**config.mk**
```make
export PLATFORM = sky130hd
export DESIGN_NAME = mem_stage_flat
export DESIGN_NICKNAME = d
export VERILOG_FILES = /design/src/rtl/mem_stage_if.sv /design/src/rtl/mem_stage.sv /design/src/flat_wrapper.sv
export SDC_FILE = /design/constraint.sdc
export NUM_CORES = 1
export LEC_CHECK = 0
export ABC_AREA = 1
export CELL_PAD_IN_SITES_DETAIL_PLACEMENT = 0
export CELL_PAD_IN_SITES_GLOBAL_PLACEMENT = 1
export CORE_ASPECT_RATIO = 1.25
export CORE_UTILIZATION = 30
export CTS_BUF_LIST = sky130_fd_sc_hd__clkbuf_16
export DETAILED_ROUTE_END_ITERATION = 10
export PLACE_DENSITY_LB_ADDON = 0.1
export SLEW_MARGIN = 40
export SYNTH_ARGS = -nofsm -noshare
export SYNTH_HDL_FRONTEND = slang
export SYNTH_SLANG_ARGS = --single-unit
```
**constraint.sdc**
```tcl
create_clock -name clk -period 2.37 [get_ports clk]
set_input_delay 0.711 -clock clk [delete_from_list [all_inputs] [get_ports clk]]
set_output_delay 0.711 -clock clk [all_outputs]
set_load 0.02 [all_outputs]
```
**src/rtl/mem_stage_if.sv**
```systemverilog
// Data-memory request/acknowledge bus between the MEM stage and the data memory.
interface mem_stage_if #(
  parameter int DATA_W = 32
);
  logic              dmem_req;
  logic              dmem_we;
  logic [DATA_W-1:0] dmem_addr;
  logic [DATA_W-1:0] dmem_wdata;
  logic [DATA_W-1:0] dmem_rdata;
  logic              dmem_ack;

  modport master (
    output dmem_req, dmem_we, dmem_addr, dmem_wdata,
    input  dmem_rdata, dmem_ack
  );

  modport slave (
    input  dmem_req, dmem_we, dmem_addr, dmem_wdata,
    output dmem_rdata, dmem_ack
  );
endinterface

```
**src/rtl/mem_stage.sv**
```systemverilog
// MEM pipeline stage: registers EX results, runs the data-memory handshake for
// loads/stores (stalling EX while outstanding) and drives the WB fields.
module mem_stage #(
  parameter int DATA_W      = 32,
  parameter int REG_W       = 5,
  parameter int TIMEOUT_CYC = 255
) (
  input  logic              clk,
  input  logic              rst_n,
  input  logic              valid_2_mem,
  input  logic [DATA_W-1:0] alu_result_2_mem,
  input  logic [DATA_W-1:0] rt_data_2_mem,
  input  logic [REG_W-1:0]  rd_add_value_2_mem,
  input  logic              mem_read_2_mem,
  input  logic              mem_write_2_mem,
  input  logic              mem_to_reg_2_mem,
  output logic              stall_2_ex,
  mem_stage_if.master       dmem,
  output logic              wb_valid,
  output logic [DATA_W-1:0] wb_data,
  output logic [REG_W-1:0]  wb_rd_add,
  output logic              wb_reg_write,
  output logic              err
);

  localparam int CNT_W = $clog2(TIMEOUT_CYC + 1);

  typedef enum logic {IDLE, ACCESS} state_t;

  state_t              state_q, state_d;
  logic [CNT_W-1:0]    cnt_q, cnt_d;
  logic                req_q, req_d;
  logic                we_q, we_d;
  logic [DATA_W-1:0]   addr_q, addr_d;
  logic [DATA_W-1:0]   wdata_q, wdata_d;
  logic [REG_W-1:0]    rd_q, rd_d;
  logic                load_m2r_q, load_m2r_d;
  logic                wb_valid_q, wb_valid_d;
  logic [DATA_W-1:0]   wb_data_q, wb_data_d;
  logic [REG_W-1:0]    wb_rd_q, wb_rd_d;
  logic                wb_we_q, wb_we_d;
  logic                err_q, err_d;

  logic is_mem, bad_op;

  always_comb begin
    is_mem = mem_read_2_mem | mem_write_2_mem;
    bad_op = (mem_read_2_mem & mem_write_2_mem) |
             (is_mem & (alu_result_2_mem[1:0] != 2'b00));
  end

  always_comb begin
    state_d    = state_q;
    cnt_d      = cnt_q;
    req_d      = req_q;
    we_d       = we_q;
    addr_d     = addr_q;
    wdata_d    = wdata_q;
    rd_d       = rd_q;
    load_m2r_d = load_m2r_q;
    wb_valid_d = 1'b0;
    wb_data_d  = wb_data_q;
    wb_rd_d    = wb_rd_q;
    wb_we_d    = wb_we_q;
    err_d      = 1'b0;

    unique case (state_q)
      IDLE: begin
        cnt_d = '0;
        if (valid_2_mem) begin
          if (bad_op) begin
            err_d      = 1'b1;
            wb_valid_d = 1'b1;
            wb_data_d  = alu_result_2_mem;
            wb_rd_d    = rd_add_value_2_mem;
            wb_we_d    = 1'b0;
          end else if (is_mem) begin
            state_d    = ACCESS;
            req_d      = 1'b1;
            we_d       = mem_write_2_mem;
            addr_d     = alu_result_2_mem;
            wdata_d    = rt_data_2_mem;
            rd_d       = rd_add_value_2_mem;
            load_m2r_d = mem_read_2_mem & mem_to_reg_2_mem;
          end else begin
            wb_valid_d = 1'b1;
            wb_data_d  = alu_result_2_mem;
            wb_rd_d    = rd_add_value_2_mem;
            wb_we_d    = (rd_add_value_2_mem != '0);
          end
        end
      end
      ACCESS: begin
        cnt_d = cnt_q + 1'b1;
        // An ack in the last allowed cycle still completes normally.
        if (dmem.dmem_ack) begin
          state_d    = IDLE;
          req_d      = 1'b0;
          cnt_d      = '0;
          wb_valid_d = 1'b1;
          wb_data_d  = load_m2r_q ? dmem.dmem_rdata : addr_q;
          wb_rd_d    = rd_q;
          wb_we_d    = ~we_q & (rd_q != '0);
        end else if (cnt_q == CNT_W'(TIMEOUT_CYC - 1)) begin
          state_d    = IDLE;
          req_d      = 1'b0;
          cnt_d      = '0;
          err_d      = 1'b1;
          wb_valid_d = 1'b1;
          wb_data_d  = addr_q;
          wb_rd_d    = rd_q;
          wb_we_d    = 1'b0;
        end
      end
      default: state_d = IDLE;
    endcase
  end

  always_ff @(posedge clk or negedge rst_n) begin
    if (!rst_n) begin
      state_q    <= IDLE;
      cnt_q      <= '0;
      req_q      <= 1'b0;
      we_q       <= 1'b0;
      addr_q     <= '0;
      wdata_q    <= '0;
      rd_q       <= '0;
      load_m2r_q <= 1'b0;
      wb_valid_q <= 1'b0;
      wb_data_q  <= '0;
      wb_rd_q    <= '0;
      wb_we_q    <= 1'b0;
      err_q      <= 1'b0;
    end else begin
      state_q    <= state_d;
      cnt_q      <= cnt_d;
      req_q      <= req_d;
      we_q       <= we_d;
      addr_q     <= addr_d;
      wdata_q    <= wdata_d;
      rd_q       <= rd_d;
      load_m2r_q <= load_m2r_d;
      wb_valid_q <= wb_valid_d;
      wb_data_q  <= wb_data_d;
      wb_rd_q    <= wb_rd_d;
      wb_we_q    <= wb_we_d;
      err_q      <= err_d;
    end
  end

  assign stall_2_ex      = (state_q == ACCESS);
  assign dmem.dmem_req   = req_q;
  assign dmem.dmem_we    = we_q;
  assign dmem.dmem_addr  = addr_q;
  assign dmem.dmem_wdata = wdata_q;
  assign wb_valid        = wb_valid_q;
  assign wb_data         = wb_data_q;
  assign wb_rd_add       = wb_rd_q;
  assign wb_reg_write    = wb_we_q;
  assign err             = err_q;

endmodule
```
**src/flat_wrapper.sv**
```systemverilog
// flat-port wrapper written by rule: the top's interface ports become plain ports
module mem_stage_flat 
#(
  parameter int DATA_W      = 32,
  parameter int REG_W       = 5,
  parameter int TIMEOUT_CYC = 255
)
  (clk, rst_n, valid_2_mem, alu_result_2_mem, rt_data_2_mem, rd_add_value_2_mem, mem_read_2_mem, mem_write_2_mem, mem_to_reg_2_mem, stall_2_ex, wb_valid, wb_data, wb_rd_add, wb_reg_write, err, dmem_dmem_req, dmem_dmem_we, dmem_dmem_addr, dmem_dmem_wdata, dmem_dmem_rdata, dmem_dmem_ack);
  mem_stage_if #(.DATA_W(DATA_W)) dmem_i ();
  input  logic clk;
  input  logic rst_n;
  input  logic valid_2_mem;
  input  logic [DATA_W-1:0] alu_result_2_mem;
  input  logic [DATA_W-1:0] rt_data_2_mem;
  input  logic [REG_W-1:0] rd_add_value_2_mem;
  input  logic mem_read_2_mem;
  input  logic mem_write_2_mem;
  input  logic mem_to_reg_2_mem;
  output logic stall_2_ex;
  output logic wb_valid;
  output logic [DATA_W-1:0] wb_data;
  output logic [REG_W-1:0] wb_rd_add;
  output logic wb_reg_write;
  output logic err;
  output wire logic [$bits(dmem_i.dmem_req)-1:0] dmem_dmem_req;
  output wire logic [$bits(dmem_i.dmem_we)-1:0] dmem_dmem_we;
  output wire logic [$bits(dmem_i.dmem_addr)-1:0] dmem_dmem_addr;
  output wire logic [$bits(dmem_i.dmem_wdata)-1:0] dmem_dmem_wdata;
  input wire logic [$bits(dmem_i.dmem_rdata)-1:0] dmem_dmem_rdata;
  input wire logic [$bits(dmem_i.dmem_ack)-1:0] dmem_dmem_ack;
  assign dmem_dmem_req = dmem_i.dmem_req;
  assign dmem_dmem_we = dmem_i.dmem_we;
  assign dmem_dmem_addr = dmem_i.dmem_addr;
  assign dmem_dmem_wdata = dmem_i.dmem_wdata;
  assign dmem_i.dmem_rdata = dmem_dmem_rdata;
  assign dmem_i.dmem_ack = dmem_dmem_ack;
  mem_stage #(.DATA_W(DATA_W), .REG_W(REG_W), .TIMEOUT_CYC(TIMEOUT_CYC)) u_core (.clk(clk), .rst_n(rst_n), .valid_2_mem(valid_2_mem), .alu_result_2_mem(alu_result_2_mem), .rt_data_2_mem(rt_data_2_mem), .rd_add_value_2_mem(rd_add_value_2_mem), .mem_read_2_mem(mem_read_2_mem), .mem_write_2_mem(mem_write_2_mem), .mem_to_reg_2_mem(mem_to_reg_2_mem), .stall_2_ex(stall_2_ex), .dmem(dmem_i), .wb_valid(wb_valid), .wb_data(wb_data), .wb_rd_add(wb_rd_add), .wb_reg_write(wb_reg_write), .err(err));
endmodule
```
==> key figures, run 1 <==
Outcome
  – Run status: complete, no violations

Synthesis
  – Sequential share of the synthesized area: 54.25%
  – Post-synthesis cell type count: 24
  – Post-synthesis instance area: 5582 um2
  – Per-instance average area after synthesis: 8.008 um2
  – Gate count after technology mapping: 697
  – Synthesis warning total: 0
  – Post-synthesis sequential element count: 121
  – Post-Syn Nets: 807

Route
  – Total wire length: 17240 um
  – DR iter-0 viols: 269
  – Detailed Routing Iterations Pass 1: 4
  – Via total after detailed routing: 5371
  – DRC violations left: 0
  – Detail Route Antenna Nets: 0
  – Average vias per placed instance: 4.687
  – Drt wl/cell: 15.04 um

CTS
  – Buffer count from post-CTS setup fixing: 0
  – Clock latency reported for the late side of the worst-skew pair: 0.42 ns
  – Clock tree from TritonCTS: done
  – Clock slew at reported path FFs: 0.06 ns
  – Inserted Clock Buffers: 17
  – Deepest level of the CTS H-tree: 4
  – Longest Clk Path Bufs: 2
  – Number of hold buffers added after cts: 0
  – Count of clock tree sinks: 121
  – Cell chosen for the clock root: clkbuf_16
  – Number of instances resized during post-cts repair: 0

Floorplanning
  – Total number of placement rows: 55
  – Starting utilization of the core area: 30.72%
  – I/O pin cnt: 215
  – Die width: 124 um
  – Die area: 19160 um2
  – Core region area: 18170 um2
  – Chip height: 154.5 um

Power
  – Standby leakage power: 4.050 nW
  – Total power of the final layout: 7.502 mW
  – Power per unit of standard cell area: 873.9 nW/um2
  – Peak VDD IR: 447.5 uV

STA
  – Final count of pins violating max slew: 0
  – Final Worst Setup Slack: 0.2264 ns
  – Clock tree skew after final layout: 0.006370 ns
  – Hold Worst Slack: 0.2454 ns
  – Max-slew headroom: 67.94%
  – Post-Route Setup TNS: 0 ns
  – Measured slew at the worst slew-check pin: 0.4809 ns
  – Minimum clock period: 2.144 ns
  – Final setup violation count: 0
  – Setup repair after global routing missed its margin: no
  – Final hold violation count: 0
  – Highest achievable clock rate: 466.5 MHz
  – Share of the clock period used by the worst path after layout: 90.45%

Setup path
  – Data required time of the worst path: 1.66 ns
  – Dominant delay contributor by cell family on the critical path: buffers and inverters
  – Critical path endpoint category: primary output
  – Delay of the slowest cell on the worst path: 0.66 ns
  – Crit path kind: flip-flop to primary output
  – Setup crit start kind: flip-flop
  – Count of buffer and inverter cells on the critical path: 1
  – CP Data Arrival Time: 1.43 ns
  – Number of cells on the worst reg-to-reg path: 9
  – Path length in cells of the critical path: 1
  – Ordered list of cells on the worst path: clkdlybuf4s50_1
  – Worst path slowest cell: clkdlybuf4s50_1
  – Worst-path fanout max: 2

Final layout
  – Area added between synthesis and finish: 53.80%
  – Leading cell types in the layout, fill and taps excluded: nand2_1 (296), clkdlybuf4s50_1 (213), dfrtp_1 (121)
  – Sequential Area: 3028 um2
  – Filler instances: 1821
  – Antenna diode count: 0
  – Area of combinational cells with multiple inputs: 2150 um2
  – Fraction of final layout cells with drive strength greater than 1: 6.536%
  – Leading cell type in the layout, fill and taps excluded: nand2_1
  – Number of nets at the end of the flow: 1015

Global route
  – GRT Resource Usage Total: 18.79%
  – Vias in the first global route: 5397
  – Global-route wire length before repair: 27310 um
  – Antenna violations before repair: 0
  – Sum of overflow across all layers after global routing: 0
  – Pin count of the biggest net entering global routing: 68

Placement
  – # port buffers: 214
  – Placer's final routability congestion estimate: 0.7740
  – Setup slack after placement: 0.1033 ns
  – Final HPWL from detailed placement: 12160 um

Flow run
  – Max Cap Viol: 0

Hold path
  – Class of the worst hold path: input pin to async pin
[final cells by class]
class	count	share of cell area [%]
clock buffer	17	4.956
clock inverter	15	1.836
inverter	45	1.968
multi-input combinational	487	25.04
sequential	121	35.27
tap	228	3.323
timing repair buffer	233	27.61
[cell families after synthesis]
| family | synth area share [%] |
|---|---|
| buffers and inverters | 7.285 |
| AOI/OAI and AO/OA | 9.594 |
| xor gates and xnor gates | 0.6278 |
| DFF | 54.25 |
| and+or+nand+nor | 27.80 |
| adders and majority gates | 0.4483 |
[final timing paths]
check | slack [ns] | from | endpoint
hold / removal | 0.25 | rst_n | u_core.dmem.dmem_wdata[24]
min in group clk | 0.47 | u_core.dmem.dmem_wdata[26] | u_core.dmem.dmem_wdata[26]
max in group asynchronous | 1.45 | rst_n | u_core.dmem.dmem_addr[14]
hold reg to reg | 0.47 | u_core.dmem.dmem_wdata[26] | u_core.dmem.dmem_wdata[26]
setup / recovery | 0.23 | u_core.wb_rd_add[0] | wb_rd_add[0]
setup reg to reg | 0.81 | u_core.cnt_q[0] | u_core.wb_data[8]
[cell usage after synthesis (all sizes together)]
cell	instances	area [um2]
buf	29	181.4
nand4	38	237.7
nand2	298	1121
nor3	2	10.01
nand3	12	75.07
clkbuf	15	56.30
dfrtp	121	3028
and3	2	12.51
xor2	1	8.760
o21ai	72	360.3
a21oi	35	175.2
ha	2	25.02
xnor2	3	26.28
nor2	22	95.09
inv	45	168.9
[per-stage QoR]
step	instances	instance area, um2	utilization [%]
after floorplan	697	5582	-
after global placement	1114	8001	44.04
after detailed placement	1114	8001	44.04
after CTS	1146	8584	47.25
after global routing	1146	8584	47.25
final	1146	8584	47.25
[flip-flops by register name (all words and copies together) (netlist names), 5 cells and up]
register / cells
u_core.dmem.dmem_wdata: 32
u_core.wb_rd_add: 5
u_core.rd_q: 5
u_core.wb_data: 32
u_core.dmem.dmem_addr: 32
u_core.cnt_q: 8
[report_power, final]
group / switching, mW / leakage (nW) / internal [mW]
clock network: 0.947 / 0.281 / 1.63
registers: 0.233 / 1.51 / 2.47
logic: 1.17 / 2.26 / 1.05
total: 2.35 / 4.05 / 5.15
[metal layers]
layer / vias to the layer above / part of all wire, % / track usage [%]
li1: 2653 / - / -
met3: 13 / 6.9 / 5.937
met1: 2529 / 42 / 21.88
met2: 176 / 50 / 32.33
met5: - / 0 / 0
met4: 0 / 1.2 / 6.009
No activity file was read; power rests on OpenSTA's default activity.
==> run 2: changes to the inputs <==
--- a/config.mk
+++ b/config.mk
@@ -12,6 +12,7 @@
 export CORE_UTILIZATION = 30
 export CTS_BUF_LIST = sky130_fd_sc_hd__clkbuf_16
 export DETAILED_ROUTE_END_ITERATION = 10
+export DONT_BUFFER_PORTS = 1
 export PLACE_DENSITY_LB_ADDON = 0.1
 export SLEW_MARGIN = 40
 export SYNTH_ARGS = -nofsm -noshare
==> constraint.sdc (replaced) <==
create_clock -name clk -period 1.85 [get_ports clk]
set_input_delay 0.555 -clock clk [delete_from_list [all_inputs] [get_ports clk]]
set_output_delay 0.555 -clock clk [all_outputs]
set_load 0.02 [all_outputs]
==> run 2 against run 1 <==
Combinational power decreased by 62%. Largest cell class unchanged. Largest power group unchanged. The flow now finishes with violations (negative hold slack). Highest routed layer unchanged. Clock-buffer cell count unchanged. Worst hold slack got worse by 0.40 ns. Core utilization decreased by 12 points.
==> key figures, run 2 (synthesized netlist as in run 1, its figures left out) <==
Power
  – Power per unit of standard cell area: 1286 nW/um2 (+47%)
  – Standby leakage power: 3.171 nW (-22%)
  – Peak VDD IR: 558.7 uV (+25%)

Placement
  – Final HPWL from detailed placement: 10550 um (-13%)
  – # port buffers: 0 (-100%)
  – Placed standard-cell area: 5774 um2 (-28%)
  – Placer's final routability congestion estimate: 0.7273 (-6.0%)

Global route
  – Pin count of the biggest net entering global routing: 122 (+79%)
  – Sum of overflow across all layers after global routing: 0 (unchanged)
  – Global-route wire length before repair: 23760 um (-13%)
  – Vias in the first global route: 4394 (-19%)
  – Antenna violations before repair: 0 (unchanged)
  – GRT Resource Usage Total: 16.48% (-2.3 points)

Setup path
  – Worst reg2reg startpoint: u_core.cnt_q[0]
  – Data required time of the worst path: 2.19 ns (+0.53 ns)
  – Worst path slowest cell: dfrtp_1
  – Crit path top cell by count: inv_1
  – Dominant delay contributor by cell family on the critical path: buffers and inverters
  – Startpoint of the most critical setup path: u_core.cnt_q[0]
  – Worst-path fanout max: 39 (+37)
  – Critical path endpoint category: flip-flop
  – Count of buffer and inverter cells on the critical path: 3 (+2)
  – CP Data Arrival Time: 1.95 ns (+0.52 ns)
  – Ordered list of cells on the worst path: inv_1 -> ha_1 -> inv_1 -> nor2_2 -> nand3_2 -> buf_4 -> nand4_1 -> nand2_1
  – Delay of the slowest cell on the worst path: 0.41 ns (-0.25 ns)
  – Setup crit start kind: flip-flop
  – Crit path kind: flip-flop to flip-flop

CTS
  – Number of instances resized during post-cts repair: 0 (unchanged)
  – Inserted Clock Buffers: 17 (unchanged)
  – Count of clock tree sinks: 121 (unchanged)
  – Clock latency reported for the late side of the worst-skew pair: 0.41 ns (about the same)
  – Clock slew at reported path FFs: 0.05 ns (about the same)
  – Clock tree from TritonCTS: done
  – Buffer count from post-CTS setup fixing: 0 (unchanged)
  – Longest Clk Path Bufs: 2 (unchanged)
  – Cell chosen for the clock root: clkbuf_16
  – Deepest level of the CTS H-tree: 4 (unchanged)

STA
  – Measured slew at the worst slew-check pin: 0.7680 ns (+0.2871 ns)
  – Highest achievable clock rate: 621.0 MHz
  – Final setup violation count: 0 (unchanged)
  – Clock tree skew after final layout: 0.005805 ns (-0.0005645 ns)
  – Final count of pins violating max slew: 0 (unchanged)
  – Post-Route Setup TNS: 0 ns (unchanged)
  – Minimum clock period: 1.610 ns
  – Final hold violation count: 121 (+121)
  – Max-slew headroom: 48.73% (-19 points)
  – Hold Worst Slack: -0.1555 ns (-0.4009 ns)
  – Setup repair after global routing missed its margin: no
  – Share of the clock period used by the worst path after layout: 87.04%

Route
  – Via total after detailed routing: 4473 (-17%)
  – Detail Route Antenna Nets: 0 (unchanged)
  – Drt wl/cell: 16.69 um (+11%)
  – DR iter-0 viols: 234 (-13%)
  – Detailed Routing Iterations Pass 1: 6 (+2)
  – Total wire length: 15420 um (-11%)
  – Average vias per placed instance: 4.841 (+3.3%)
  – DRC violations left: 0 (unchanged)

Final layout
  – Number of nets at the end of the flow: 794 (-22%)
  – Antenna diode count: 0 (unchanged)
  – Final design area excluding fillers: 6315 um2 (-26%)
  – Area added between synthesis and finish: 13.14%
  – Fraction of final layout cells with drive strength greater than 1: 7.040% (+0.50 points)
  – Leading cell types in the layout, fill and taps excluded: nand2_1 (295), dfrtp_1 (121), o21ai_0 (65)
  – Leading cell type in the layout, fill and taps excluded: nand2_1

Floorplanning
  – Starting utilization of the core area: 30.72% (unchanged)
  – Chip height: 154.5 um (unchanged)
  – I/O pin cnt: 215 (unchanged)
  – Total number of placement rows: 55 (unchanged)
  – Core region area: 18170 um2 (unchanged)
  – Die width: 124 um (unchanged)
  – Die area: 19160 um2 (unchanged)

Outcome
  – Violated checks: negative hold slack
  – Run status: finished, violations left

Flow run
  – Max Cap Viol: 0 (unchanged)

Hold path
  – Class of the worst hold path: input pin to async pin
[run 2: area by class of cell]
| class | instances | area, um2 |
|---|---|---|
| Clock buffer | 17 | 425.4 |
| Clock inverter | 14 | 115.1 |
| Fill cell | 1918 | 11850 |
| Inverter | 45 | 168.9 |
| Multi-Input combinational cell | 487 | 2152 |
| Sequential cell | 121 | 3028 |
| Tap cell | 228 | 285.3 |
| Timing Repair Buffer | 12 | 140.1 |
[run 2: path summary, 6_finish.rpt]
| kind | end | slack (ns) | cells after the start |
|---|---|---|---|
| min in group clk | u_core.dmem.dmem_wdata[12] | 0.26 | 2 |
| max in group asynchronous | u_core.wb_data[17] | 1.86 | 0 |
| max reg2reg | u_core.wb_data[15] | 0.24 | 8 |
| min | u_core.dmem.dmem_wdata[22] | -0.16 | 0 |
| max | u_core.wb_data[15] | 0.24 | 8 |
| min reg2reg | u_core.rd_q[3] | 0.52 | 2 |
[run 2: stage by stage]
stage	total power [mW]	hold WS [ns]	setup WS, ns	util (%)	cells
6_report	8.123	-0.1555	0.2398	34.76	924
5_1_grt	8.595	-0.1895	0.09439	34.76	924
4_1_cts	8.274	-0.1855	0.2224	34.76	924
3_5_place_dp	5.123	0.2627	0.03135	31.78	893
3_3_place_gp	5.098	0.2623	0.06244	31.78	893
2_1_floorplan	4.785	0.2594	0.3783	-	697
[run 2: layer usage]
layer	up-vias	wire length (um)	GRT usage, %
met4	0	286	7.256
li1	2200	-	-
met1	2100	6306	19.40
met2	157	7515	27.01
met3	16	1316	5.420
met5	-	0	0
[run 2: where the power goes]
part           leakage, nW  switching, mW  internal, mW
registers             1.51           1.04          3.16
logic                 1.39          0.524         0.323
clock network        0.271           1.15          1.93
total                 3.17           2.71          5.41
[run 2: worst register-to-register path, stage by stage (launching register included)]
cell     delay (ns)
dfrtp_1        0.41
inv_1          0.08
ha_1           0.20
inv_1          0.07
nor2_2         0.05
nand3_2        0.09
buf_4          0.39
nand4_1        0.17
nand2_1        0.09
